$ cat src/rtl/simd_pkg.sv
// Shared types for the SIMD FIR datapath: default vector geometry and the
// serializer state encoding.
package simd_pkg;
   localparam int LANES_DEF  = 16;
   localparam int ELEM_W_DEF = 8;

   typedef logic [ELEM_W_DEF-1:0] lane_t;
   typedef lane_t [LANES_DEF-1:0] vec_arr_t;

   typedef enum logic {IDLE, STREAM} ser_state_t;
endpackage

$ cat src/rtl/lane_unpack.sv
// Combinational splitter: packed LANES*ELEM_W vector into an array of lanes,
// lane k taken from bits [k*ELEM_W +: ELEM_W].
module lane_unpack
   import simd_pkg::*;
#(
   parameter int LANES  = LANES_DEF,
   parameter int ELEM_W = ELEM_W_DEF
) (
   input  logic [LANES*ELEM_W-1:0]       i_vec,
   output logic [LANES-1:0][ELEM_W-1:0]  o_lanes
);
   for (genvar k = 0; k < LANES; k++) begin : g_lane
      assign o_lanes[k] = i_vec[k*ELEM_W +: ELEM_W];
   end
endmodule

$ cat src/rtl/vec_lane_serializer.sv
// Holds one packed vector and streams it out one lane per cycle, with a
// runtime lane count, selectable lane order and bubble-free back-to-back loads.
module vec_lane_serializer
   import simd_pkg::*;
#(
   parameter int LANES     = LANES_DEF,
   parameter int ELEM_W    = ELEM_W_DEF,
   parameter int LSB_FIRST = 1,
   parameter int CNT_W     = $clog2(LANES+1)
) (
   input  logic                      clk,
   input  logic                      rst,
   input  logic                      in_valid,
   output logic                      in_ready,
   input  logic [LANES*ELEM_W-1:0]   in_vec,
   input  logic [CNT_W-1:0]          in_count,
   output logic                      out_valid,
   input  logic                      out_ready,
   output logic [ELEM_W-1:0]         out_lane,
   output logic [$clog2(LANES)-1:0]  out_idx,
   output logic                      out_last,
   output logic                      busy
);
   localparam int IDX_W = $clog2(LANES);

   ser_state_t                     r_state, w_state_nx;
   logic [LANES*ELEM_W-1:0]        r_vec;
   logic [CNT_W-1:0]               r_n;
   logic [IDX_W-1:0]               r_cnt;
   logic                           r_rdy_en;
   logic [LANES-1:0][ELEM_W-1:0]   w_lanes;
   logic [IDX_W-1:0]               w_idx;
   logic [CNT_W-1:0]               w_n;
   logic                           w_acc, w_xfer;

   lane_unpack #(.LANES(LANES), .ELEM_W(ELEM_W)) u_unpack (
      .i_vec   (r_vec),
      .o_lanes (w_lanes)
   );

   assign w_xfer   = out_valid && out_ready;
   assign in_ready = r_rdy_en && (!busy || (w_xfer && out_last));
   assign w_acc    = in_valid && in_ready;
   assign w_n      = (in_count == '0 || in_count > CNT_W'(LANES)) ? CNT_W'(LANES) : in_count;

   // State register
   always_ff @(posedge clk or posedge rst) begin
      if (rst) r_state <= IDLE;
      else     r_state <= w_state_nx;
   end

   // Next-state logic; a load on the last-lane transfer keeps us in STREAM
   always_comb begin
      w_state_nx = r_state;
      case (r_state)
         IDLE:    if (w_acc) w_state_nx = STREAM;
         STREAM:  if (w_xfer && out_last && !w_acc) w_state_nx = IDLE;
         default: w_state_nx = IDLE;
      endcase
   end

   // FSM outputs
   always_comb begin
      busy      = 1'b0;
      out_valid = 1'b0;
      case (r_state)
         STREAM: begin
            busy      = 1'b1;
            out_valid = 1'b1;
         end
         default: ;
      endcase
   end

   // in_ready is held low until the first clock after reset release
   always_ff @(posedge clk or posedge rst) begin
      if (rst) begin
         r_rdy_en <= 1'b0;
         r_vec    <= '0;
         r_n      <= '0;
         r_cnt    <= '0;
      end else begin
         r_rdy_en <= 1'b1;
         if (w_acc) begin
            r_vec <= in_vec;
            r_n   <= w_n;
            r_cnt <= '0;
         end else if (w_xfer) begin
            r_cnt <= r_cnt + IDX_W'(1);
         end
      end
   end

   assign w_idx    = (LSB_FIRST != 0) ? r_cnt : IDX_W'(LANES-1) - r_cnt;
   assign out_idx  = busy ? w_idx : '0;
   assign out_lane = busy ? w_lanes[w_idx] : '0;
   assign out_last = busy && (CNT_W'(r_cnt) == r_n - CNT_W'(1));
endmodule

$ cat config.mk
export PLATFORM = sky130hd
export DESIGN_NAME = vec_lane_serializer
export DESIGN_NICKNAME = d
export VERILOG_FILES = /design/src/rtl/simd_pkg.sv /design/src/rtl/lane_unpack.sv /design/src/rtl/vec_lane_serializer.sv
export SDC_FILE = /design/constraint.sdc
export NUM_CORES = 1
export LEC_CHECK = 0
export BUFFER_PORTS_ARGS = -buffer_cell sky130_fd_sc_hd__buf_2
export CAP_MARGIN = 20
export CORE_MARGIN = 2
export CORE_UTILIZATION = 35
export CTS_CLUSTER_DIAMETER = 100
export DETAILED_ROUTE_END_ITERATION = 8
export PLACE_DENSITY = 0.64
export SYNTH_ARGS = -nofsm -noshare
export SYNTH_HDL_FRONTEND = slang
export SYNTH_SLANG_ARGS = --single-unit
$ cat constraint.sdc
create_clock -name clk -period 4.8 [get_ports clk]
set_input_delay 0.72 -clock clk [delete_from_list [all_inputs] [get_ports clk]]
set_output_delay 0.72 -clock clk [all_outputs]
set_load 0.005 [all_outputs]
==> results.cfg <==
[yosys]
synth_area_leader_cell = dfrtp_1
synth-simple-area-share_pct = 3.30
ys.flop_type = dfrtp_1
synth_xor_area_share_pct = 1.07
synth_fp_nets = 542
syn_area_um2 = 6520
syn_avg_cell_area_um2 = 16.2
synth_edf_count = 0
ys_ff_latch = 139
synth_top_family_by_area = multiplexers
ys_warn_count = 0
synthAdderAreaFrac_pct = 0.575
ys_async_sr_fraction_pct = 100
yosysTopAreaCellShare_pct = 53.3
netlist_instances = 402
ys_seq_area_share_pct = 53.3
synth-compound-area-share_pct = 0.633
ys_types = 34
ys_top_cells_by_area = dfrtp_1, mux2_1, mux4_2
synth_mux_area_share_pct = 36.9

[critical_path]
critical_path_class = flop to primary output
r2r-end = r_vec[5]
cp_max_fo = 28
cp.arrival_ps = 2800
r2r_cells = 6
startpoint_type = flop
endpoint_kind = primary output
reg2reg_slack_ps = 1940
timing.rr.start = r_cnt[0]
cp_data_required_time_ps = 4080

[global_routing]
grt_remaining_overflow = 0
grtUsageTotal_pct = 17.6
grt_pass1_wl_um = 25500
grt_pass1_vias = 4300
grt_max_degree = 115
antenna_found_initial = 0

[placement]
finalWeightedCongestion = 0.838
place_inst = 758
place_area_um2 = 7380
io_buffers = 152
dp_hpwl_um = 12400

[clock_network]
postCtsHoldBufs = 0
insertion_delay_ps = 420
clk_pin_slew_ps = 60
cts.sinks = 139
cts_root_buffer = clkbuf_16
cts-buffers-inserted = 17
cts_resized = 0
clockBufferDepth = 2
ctsHtreeMaxLevel = 4
post_cts_buffers = 0
cts_tree = yes

[timing]
final_max_slew_viol_count = 0
period_needed_ps = 3520
period_share_pct = 73.4
timing.hold.ws_ps = 235
relSlewSlack_pct = 41.1
max_freq_ghz = 0.284
tightest_slew_ps = 883
skew_ps = 8.14
rsz0062_at_grt = false
setup_violations = 0
hold_viol_final = 0
final.setup.tns_ps = 0

[power]
leakage_nw = 3.73
p_int_mw = 3.82
clockPowerShare_pct = 27.1
swShare_pct = 30.3
ir_drop_v = 0.000334
comb_power_share_pct = 31.3
power_mw = 5.48
p_switching_mw = 1.66
p_per_area_nw_per_um2 = 678
p_seq_share_pct = 41.6

[drt]
wire_per_inst_um = 21.1
via_per_inst = 4.99
postRouteAntennaNets = 0
first_pass_iters = 5
drc = 0
num_vias = 3941
drt_wl_total_um = 16600
drt_iter0_drc = 244

[cells_and_area]
register_area_um2 = 3480
final_cell_mix = buf_2, dfrtp_1, mux2_1
post_route_cells_drive_above_1_share_pct = 42.1
multi_input_area_um2 = 2790
n_fill_cell = 1637
antenna_cells = 0
final_common_cell = buf_2
layoutNonFillerInstCount = 790
fin_nets = 689
syn2layout_area_growth_pct = 23.9
fin_area_um2 = 8080

[floorplanning]
die_w_um = 141
row_count = 49
die-area_um2 = 19700
io_pins = 153
floorplan.initialDensity_pct = 35.9
coreArea_um2 = 18100
die_h_um = 141

[status]
status = finished, final reports clean

[worst_hold_path]
hold_path_class = input port to async pin

[run]
cap_viol_max_count = 0
## worst max-delay path, cell delays in order, from the launching register on
cell and delay (ps):
dfrtp_2 920, buf_4 320, mux4_2 350, mux4_2 490, and2_1 170, buf_2 120
## registers in the layout, summed over array words and instances (netlist names)
signal / count
r_n: 5
r_vec: 128
r_cnt: 4
r_state: 1
r_rdy_en: 1
## cells in the mapped netlist, types with 2 or more instances
cell        n
dfrtp_1   139
mux2_1    123
mux4_2     36
buf_4      14
and2_1     13
buf_6       7
mux2_2      7
inv_1       6
xor2_1      6
nor2_1      5
clkbuf_1    4
mux4_1      4
nand2_1     4
nand3_1     4
ha_1        3
mux2i_1     3
buf_2       2
nand2b_1    2
nand3b_1    2
nor2b_1     2
nor3_1      2
xnor2_1     2
## logic make-up after synthesis
| group | count (synthesis) |
|---|---|
| mux | 173 |
| simple gates | 38 |
| flops | 139 |
| other cells | 1 |
| fa+ha+maj | 3 |
| compound gates | 5 |
| buf+inv | 35 |
| xor+xnor | 8 |
## worst max path at each step
stage	startpoint	end	slack [ps]
5_1_grt	r_cnt[0]	out_lane[0]	1060
2_1_floorplan	rst	r_cnt[0]	360
3_3_place_gp	r_cnt[0]	out_lane[0]	1710
6_report	r_cnt[0]	out_lane[0]	1280
3_5_place_dp	r_cnt[0]	out_lane[4]	1650
4_1_cts	r_cnt[0]	out_lane[4]	1200
## routing by layer
metal / track usage [%] / vias up / wire, um
li1: - / 1777 / -
met1: 24.1 / 2024 / 7600
met2: 27.3 / 122 / 7890
met3: 4.99 / 18 / 874
met4: 5.21 / 0 / 287
met5: 0 / - / 0
## through the flow
| stage | utilization, % | setup WS, ps |
|---|---|---|
| 4_1_cts | 44.4 | 1200 |
| 3_3_place_gp | 40.7 | 1710 |
| 6_report | 44.5 | 1280 |
| 3_5_place_dp | 40.7 | 1650 |
| 5_1_grt | 44.5 | 1060 |
| 2_1_floorplan | - | 355 |
## cell type report
cell class	count	area share (%)
Clock buffer	17	5.27
Clock inverter	14	3.00
Inverter	6	0.341
Multi-Input combinational cell	228	34.5
Sequential cell	139	43.1
Tap cell	229	3.55
Timing Repair Buffer	157	10.3
## power groups by stage
stage	logic, mW	registers [mW]	clock network, mW
4_1_cts	1.74	2.28	1.51
3_3_place_gp	1.66	2.31	0
5_1_grt	1.87	2.36	1.57
6_report	1.71	2.28	1.49
2_1_floorplan	1.55	1.90	0
3_5_place_dp	1.73	2.30	0
(Power assumes the default switching activity.)
